$ cat config.mk
export PLATFORM = sky130hd
export DESIGN_NAME = mp_proc
export DESIGN_NICKNAME = d
export VERILOG_FILES = /design/src/rtl/mp_proc.sv
export SDC_FILE = /design/constraint.sdc
export NUM_CORES = 2
export LEC_CHECK = 0
export ABC_AREA = 1
export CAP_MARGIN = 20
export CORE_MARGIN = 4
export CORE_UTILIZATION = 64
export CTS_CLUSTER_SIZE = 28
export DETAILED_ROUTE_END_ITERATION = 16
export PLACE_DENSITY = 0.9
export SYNTH_ARGS = -nofsm -noshare
export SYNTH_HDL_FRONTEND = slang
export SYNTH_SLANG_ARGS = --single-unit
$ cat constraint.sdc
create_clock -name clk -period 10.2 [get_ports clk]
set_input_delay 1.02 -clock clk [delete_from_list [all_inputs] [get_ports clk]]
set_output_delay 1.02 -clock clk [all_outputs]
set_load 0.02 [all_outputs]
$ cat src/rtl/mp_proc.sv
// Magnitude/phase PI feedback processor: per-axis setpoint error, clamped integrator,
// proportional term and feedforward offsets, producing a muxed X/Y drive stream.
module mp_proc #(
    parameter int SHIFT = 12
) (
    input  logic               clk,
    input  logic               rst_n,
    input  logic               sync,
    input  logic signed [17:0] in_mp,
    input  logic               sel_en,
    input  logic signed [17:0] ph_offset,
    input  logic signed [17:0] setmp_x,
    input  logic signed [17:0] setmp_y,
    input  logic signed [17:0] coeff_xi,
    input  logic signed [17:0] coeff_yi,
    input  logic signed [17:0] coeff_xp,
    input  logic signed [17:0] coeff_yp,
    input  logic signed [17:0] lim_x_hi,
    input  logic signed [17:0] lim_y_hi,
    input  logic signed [17:0] lim_x_lo,
    input  logic signed [17:0] lim_y_lo,
    input  logic               ffd_en,
    input  logic signed [17:0] ff_setm,
    input  logic signed [17:0] ff_setp,
    input  logic signed [17:0] ff_ddrive,
    input  logic signed [17:0] ff_dphase,
    input  logic               ffp_en,
    input  logic signed [17:0] ff_drive,
    input  logic signed [17:0] ff_phase,
    output logic signed [17:0] out_xy,
    output logic signed [18:0] out_ph,
    output logic               out_sync
);
    localparam int PW = 37;
    localparam int SW = 40;
    localparam logic signed [SW-1:0] SAT_MAX = 40'sd131071;
    localparam logic signed [SW-1:0] SAT_MIN = -40'sd131072;

    function automatic logic signed [PW-1:0] gain_scale(input logic signed [18:0] err,
                                                        input logic signed [17:0] coef);
        logic signed [PW-1:0] prod;
        prod = PW'(err) * PW'(coef);
        return prod >>> SHIFT;
    endfunction

    // Upper limit first, then lower, so lo wins when the limits cross.
    function automatic logic signed [17:0] integ_clamp(input logic signed [17:0] integ,
                                                       input logic signed [PW-1:0] iterm,
                                                       input logic signed [17:0] ffd,
                                                       input logic signed [17:0] hi,
                                                       input logic signed [17:0] lo);
        logic signed [SW-1:0] sum;
        sum = SW'(integ) + SW'(iterm) + SW'(ffd);
        if (sum > SW'(hi)) sum = SW'(hi);
        if (sum < SW'(lo)) sum = SW'(lo);
        return 18'(sum);
    endfunction

    function automatic logic signed [17:0] sat18(input logic signed [SW-1:0] v);
        if (v > SAT_MAX) return 18'sh1ffff;
        if (v < SAT_MIN) return 18'sh20000;
        return 18'(v);
    endfunction

    function automatic logic signed [17:0] drive_sum(input logic signed [17:0] integ,
                                                     input logic signed [PW-1:0] pterm,
                                                     input logic signed [17:0] ffp);
        return sat18(SW'(integ) + SW'(pterm) + SW'(ffp));
    endfunction

    logic vld_p0_q, vld_p1_q, vld_p2_q, vld_p3_q, vld_p4_q, out_sync_q;
    logic signed [17:0] x_p0_q, x_p0_d, y_p1_q, y_p1_d;
    logic signed [18:0] err_x_p2_q, err_x_p2_d, err_y_p2_q, err_y_p2_d;
    logic signed [PW-1:0] pi_x_p3_q, pi_x_p3_d, pi_y_p3_q, pi_y_p3_d;
    logic signed [PW-1:0] pp_x_p3_q, pp_x_p3_d, pp_y_p3_q, pp_y_p3_d;
    logic signed [17:0] integ_x_q, integ_x_d, integ_y_q, integ_y_d;
    logic signed [17:0] out_xy_q, out_xy_d, out_y_q, out_y_d;
    logic signed [18:0] out_ph_q, out_ph_d;
    logic signed [17:0] set_x, set_y;

    always_comb begin
        set_x = ffd_en ? ff_setm : setmp_x;
        set_y = ffd_en ? ff_setp : setmp_y;

        // p0: X word captured on sync, Y word on the following cycle
        x_p0_d = sync ? in_mp : x_p0_q;
        y_p1_d = vld_p0_q ? in_mp : y_p1_q;

        // p1: setpoint error
        err_x_p2_d = err_x_p2_q;
        err_y_p2_d = err_y_p2_q;
        if (vld_p1_q) begin
            err_x_p2_d = sel_en ? (19'(x_p0_q) - 19'(set_x)) : '0;
            err_y_p2_d = sel_en ? (19'(y_p1_q) - 19'(set_y)) : '0;
        end

        // p2: gain products
        pi_x_p3_d = pi_x_p3_q;
        pi_y_p3_d = pi_y_p3_q;
        pp_x_p3_d = pp_x_p3_q;
        pp_y_p3_d = pp_y_p3_q;
        if (vld_p2_q) begin
            pi_x_p3_d = gain_scale(err_x_p2_q, coeff_xi);
            pi_y_p3_d = gain_scale(err_y_p2_q, coeff_yi);
            pp_x_p3_d = gain_scale(err_x_p2_q, coeff_xp);
            pp_y_p3_d = gain_scale(err_y_p2_q, coeff_yp);
        end

        // p3: integrator update
        integ_x_d = integ_x_q;
        integ_y_d = integ_y_q;
        if (vld_p3_q) begin
            integ_x_d = integ_clamp(integ_x_q, pi_x_p3_q, ffd_en ? ff_ddrive : 18'sd0,
                                    lim_x_hi, lim_x_lo);
            integ_y_d = integ_clamp(integ_y_q, pi_y_p3_q, ffd_en ? ff_dphase : 18'sd0,
                                    lim_y_hi, lim_y_lo);
        end

        // p4: output sums; X goes out first, Y is parked for the next cycle
        out_xy_d = out_xy_q;
        out_y_d  = out_y_q;
        out_ph_d = out_ph_q;
        if (vld_p4_q) begin
            out_xy_d = drive_sum(integ_x_q, pp_x_p3_q, ffp_en ? ff_drive : 18'sd0);
            out_y_d  = drive_sum(integ_y_q, pp_y_p3_q, ffp_en ? ff_phase : 18'sd0);
            out_ph_d = 19'(y_p1_q) + 19'(ph_offset);
        end else if (out_sync_q) begin
            out_xy_d = out_y_q;
        end
    end

    always_ff @(posedge clk) begin
        if (!rst_n) begin
            vld_p0_q   <= 1'b0;
            vld_p1_q   <= 1'b0;
            vld_p2_q   <= 1'b0;
            vld_p3_q   <= 1'b0;
            vld_p4_q   <= 1'b0;
            out_sync_q <= 1'b0;
            integ_x_q  <= '0;
            integ_y_q  <= '0;
            out_xy_q   <= '0;
            out_ph_q   <= '0;
        end else begin
            vld_p0_q   <= sync;
            vld_p1_q   <= vld_p0_q;
            vld_p2_q   <= vld_p1_q;
            vld_p3_q   <= vld_p2_q;
            vld_p4_q   <= vld_p3_q;
            out_sync_q <= vld_p4_q;
            integ_x_q  <= integ_x_d;
            integ_y_q  <= integ_y_d;
            out_xy_q   <= out_xy_d;
            out_ph_q   <= out_ph_d;
        end
    end

    always_ff @(posedge clk) begin
        x_p0_q     <= x_p0_d;
        y_p1_q     <= y_p1_d;
        err_x_p2_q <= err_x_p2_d;
        err_y_p2_q <= err_y_p2_d;
        pi_x_p3_q  <= pi_x_p3_d;
        pi_y_p3_q  <= pi_y_p3_d;
        pp_x_p3_q  <= pp_x_p3_d;
        pp_y_p3_q  <= pp_y_p3_d;
        out_y_q    <= out_y_d;
    end

    assign out_xy   = out_xy_q;
    assign out_ph   = out_ph_q;
    assign out_sync = out_sync_q;

endmodule

==> results by group <==
Run status
  – Status: finished clean

Yosys
  – Library cell with the largest summed area after synthesis: sky130_fd_sc_hd__fa_1
  – Cells after Synth: about 8700
  – Synthesized area divided by synthesized cell count: 8.33 um^2
  – Sequential area share after synthesis: between 10% and 20%
  – Number of flip-flops and latches in the synthesized netlist: between 200 and 300
  – Number of enable flip-flop cells after synthesis: 192
  – Post-synthesis cell type count: 63
  – Share of async-settable or async-resettable flops after synthesis: 0%
  – Top cell type's share of synthesized area: between 40 and 50%
  – Area contributors post-synth: sky130_fd_sc_hd__fa_1 (41%), sky130_fd_sc_hd__inv_1 (12%), sky130_fd_sc_hd__ha_1 (11%), sky130_fd_sc_hd__nand2_1 (10%), sky130_fd_sc_hd__edfxtp_1 (8.0%)
  – Leading post-synthesis cells by instance count: sky130_fd_sc_hd__inv_1 (2307), sky130_fd_sc_hd__nand2_1 (2019), sky130_fd_sc_hd__fa_1 (1483)
  – Share of the synthesized netlist area taken by xor and xnor gates: 3.01%
  – Synthesized-area fraction occupied by ao, oa, aoi and oai cells: ~6.7%
  – Multiplexer share of the synthesized area: less than 1%
  – Leading cell type by number of instances after synthesis: sky130_fd_sc_hd__inv_1
  – Total standard cell area after synthesis: 72400 um^2
  – Simple logic cell fraction of the synthesized area: around 14%
  – Largest family of logic cells by synthesized area: adder cells
  – Number of warning messages in the yosys log: 0
  – Adder and majority cell fraction of the synthesized area: about half
  – Post-Syn Nets: 11100
  – Primary FF master, synth: sky130_fd_sc_hd__edfxtp_1

Placement
  – Detail Placement HPWL: ~170000 um
  – Number of buffers inserted by port buffering: between 300 and 400
  – Post-place setup slack: around 1100 ps
  – Final GP Congestion: around 0.96
  – Post-Place Cell Area: 77000 um^2

CTS
  – Buffer type at the clock tree root: sky130_fd_sc_hd__clkbuf_16
  – Clock sinks: roughly 270
  – Clock insertion delay at the later pin of the skew report: roughly 600 ps
  – # hold bufs at CTS: 0
  – Clk pin slew, worst setup/hold paths: 60 ps
  – TritonCTS clock tree: yes
  – Max clock buf depth: 3
  – Post CTS Setup Buffer Count: 0
  – H-Tree Depth: 2
  – Number of CTS-inserted buffers: 36
  – Number of instances resized during post-cts repair: 0

Floorplanning
  – Cell Rows: 123
  – Num ports: about 370
  – Floorplan Core Area: 112000 um^2
  – Horiz. Die Dim: about 340 um
  – Initial core utilization: 64.4%
  – Overall die area: about 120000 um^2
  – Vertical die dimension: around 340 um

Global route
  – Antenna violations before repair: 24
  – Via count of the first global-routing pass: about 63000
  – Wire length of the first global-routing pass: about 320000 um
  – GRT Total Usage: roughly a third
  – Maximum number of pins on one net before global-route repair: 61
  – Total gr overflow: 0

Min path
  – Kind of path behind the tightest hold check: reg -> reg
  – Worst hold path cell count: 2

STA
  – Peak Freq: ~120 MHz
  – Number of hold-slack violations in the final timing report: 0
  – Final TNS setup: 0 ps
  – Worst slew pin tran: 1210 ps
  – Headroom to the max-slew limit: 19.1%
  – Final worst clock skew: approximately 22 ps
  – Shortest clock period the worst path allows after layout: 8590 ps
  – RSZ-0062 raised after global routing: false
  – Final-report setup violation count: 0
  – Share of the cycle needed by the critical path after routing: between 80% and 90%
  – Smallest setup slack after layout: around 1600 ps
  – Max-slew violation count: 0

Route
  – Total length of routed met3 wires: about 24000 um
  – Routed vias: between 50000 and 60000
  – Ratio of routed vias to standard cells: about 5.7
  – Routed length on met1: between 70000 and 80000 um
  – First drt pass iteration count: 12
  – Total Routed Length: 203000 um
  – Top layer in use: met5
  – Final antenna-violating net count: 0
  – DRT iter0 DRCs: 5470
  – Amount of wire on met2 after detailed routing: approximately 94000 um
  – Routed len/inst: roughly 20 um
  – Count of unresolved DRC violations after routing: 0

Setup path
  – Crit Path Category: in -> reg
  – Maximum fanout count along the critical path: 34
  – Largest stage delay on the critical path: between 400 and 500 ps
  – Element type at the critical path end: flip-flop
  – Register-to-register path setup slack: 1880 ps
  – CP dominant cell by count: sky130_fd_sc_hd__nand2_1
  – Reg2reg path depth: 44
  – Master of the slowest instance on the critical path: sky130_fd_sc_hd__fa_1
  – Arrival time of the worst setup path: approximately 9000 ps
  – Required time at the worst-slack endpoint: 10640 ps
  – Critical path startpoint category: primary input

Layout
  – Share of cells above drive strength 1: around 2.8%
  – Storage cell area: 7350 um^2
  – Area taken by multi-input logic gates: about 55000 um^2
  – Final Cell Area: between 70000 and 80000 um^2
  – Area Overhead vs Synth: 8.11%
  – Nets: between 10000 and 15000
  – Filler Cells Inserted: roughly 8200

Flow run
  – Number of violations of the max-capacitance limit: 0
[critical path: cells and delay by family]
| kind | cells | cell delay, ps |
|---|---|---|
| buffers and inverters | 7 | 1170 |
| xor gates and xnor gates | 1 | 210 |
| adders and majority gates | 5 | 1630 |
| and+or+nand+nor | 22 | 2950 |
| AOI/OAI and AO/OA | 10 | 2010 |
[stage by stage]
stage / hold slack [ps] / utilization [%] / cells
global placement: 453 / 68.5 / 10300
global route: 489 / 69.6 / 10400
detailed placement: 458 / 68.5 / 10300
finish: 469 / 69.6 / 10400
CTS: 468 / 69.5 / 10300
floorplan: 445 / - / 8701
[cells by family (layout without fill, tap and decap cells)]
group / count (synthesis) / after routing
AND/OR/NAND/NOR: 2529 / 2529
XOR/XNOR: 249 / 249
other: 0 / 25
buffers and inverters: 2664 / 2803
adder cells (fa/ha/maj): 2103 / 2103
multiplexers: 34 / 34
AO/OA/AOI/OAI: 851 / 851
flip-flops: 271 / 271
[path summary, 6_finish.rpt]
check                                  from                        end
setup / recovery                     ffd_en  integ_x_q[0]$_SDFFE_PN0P_
hold / removal      out_xy[15]$_SDFFE_PN0P_    out_xy[15]$_SDFFE_PN0P_
setup reg to reg  integ_y_q[1]$_SDFFE_PN0P_  integ_y_q[2]$_SDFFE_PN0P_
hold reg to reg     out_xy[15]$_SDFFE_PN0P_    out_xy[15]$_SDFFE_PN0P_
[sequential cells by signal, indices dropped and copies added (netlist names), 19 cells and up]
register and flops:
pp_x_p3_q 25, err_x_p2_q 19, err_y_p2_q 19, pp_y_p3_q 25, out_ph 19, pi_x_p3_q 25, pi_y_p3_q 25
[cell usage in the layout (no fill, tap or decap), types with 9 or more instances in the layout]
master,synthesis,routed
sky130_fd_sc_hd__xor2_1,144,144
sky130_fd_sc_hd__a21o_1,27,27
sky130_fd_sc_hd__nand3_1,134,134
sky130_fd_sc_hd__a31oi_1,19,19
sky130_fd_sc_hd__mux2i_1,32,32
sky130_fd_sc_hd__nand4_1,37,37
sky130_fd_sc_hd__diode_2,0,25
sky130_fd_sc_hd__o221ai_1,9,9
sky130_fd_sc_hd__or2_2,9,9
sky130_fd_sc_hd__nor2_1,223,223
sky130_fd_sc_hd__a21oi_2,28,28
sky130_fd_sc_hd__nor3_1,22,22
sky130_fd_sc_hd__inv_1,2307,2307
sky130_fd_sc_hd__fa_1,1483,1483
sky130_fd_sc_hd__buf_4,4,56
sky130_fd_sc_hd__nand2_2,26,26
sky130_fd_sc_hd__dfxtp_1,79,75
sky130_fd_sc_hd__xnor2_1,105,105
sky130_fd_sc_hd__ha_1,620,620
sky130_fd_sc_hd__clkbuf_16,0,36
sky130_fd_sc_hd__o31ai_1,13,13
sky130_fd_sc_hd__o211ai_1,19,19
sky130_fd_sc_hd__o21ai_0,215,215
sky130_fd_sc_hd__clkdlybuf4s50_1,0,366
sky130_fd_sc_hd__o21a_1,29,29
sky130_fd_sc_hd__nand3_2,21,21
sky130_fd_sc_hd__o21ai_1,29,29
sky130_fd_sc_hd__a211oi_1,11,11
sky130_fd_sc_hd__edfxtp_1,192,192
sky130_fd_sc_hd__o21bai_1,10,10
sky130_fd_sc_hd__a21oi_1,408,408
sky130_fd_sc_hd__nand2_1,2019,2019
[final cells by class]
type | instances | share of cell area, %
antenna | 25 | 0.0799
clock buffer | 41 | 1.19
clock inverter | 25 | 0.286
inverter | 2312 | 11.1
multi-input combinational | 5766 | 70.3
sequential | 271 | 9.39
tap | 1500 | 2.40
timing repair buffer | 425 | 5.30
[metal layers]
metal / vias to the layer above / global-route usage (%)
li1: 25900 / -
met1: 28600 / 43.8
met2: 3546 / 55.9
met3: 848 / 9.20
met4: 12 / 18.2
met5: - / 0
Power is not shown: default switching activity piles up to over one toggle a cycle in this logic, so the estimate is an artifact.
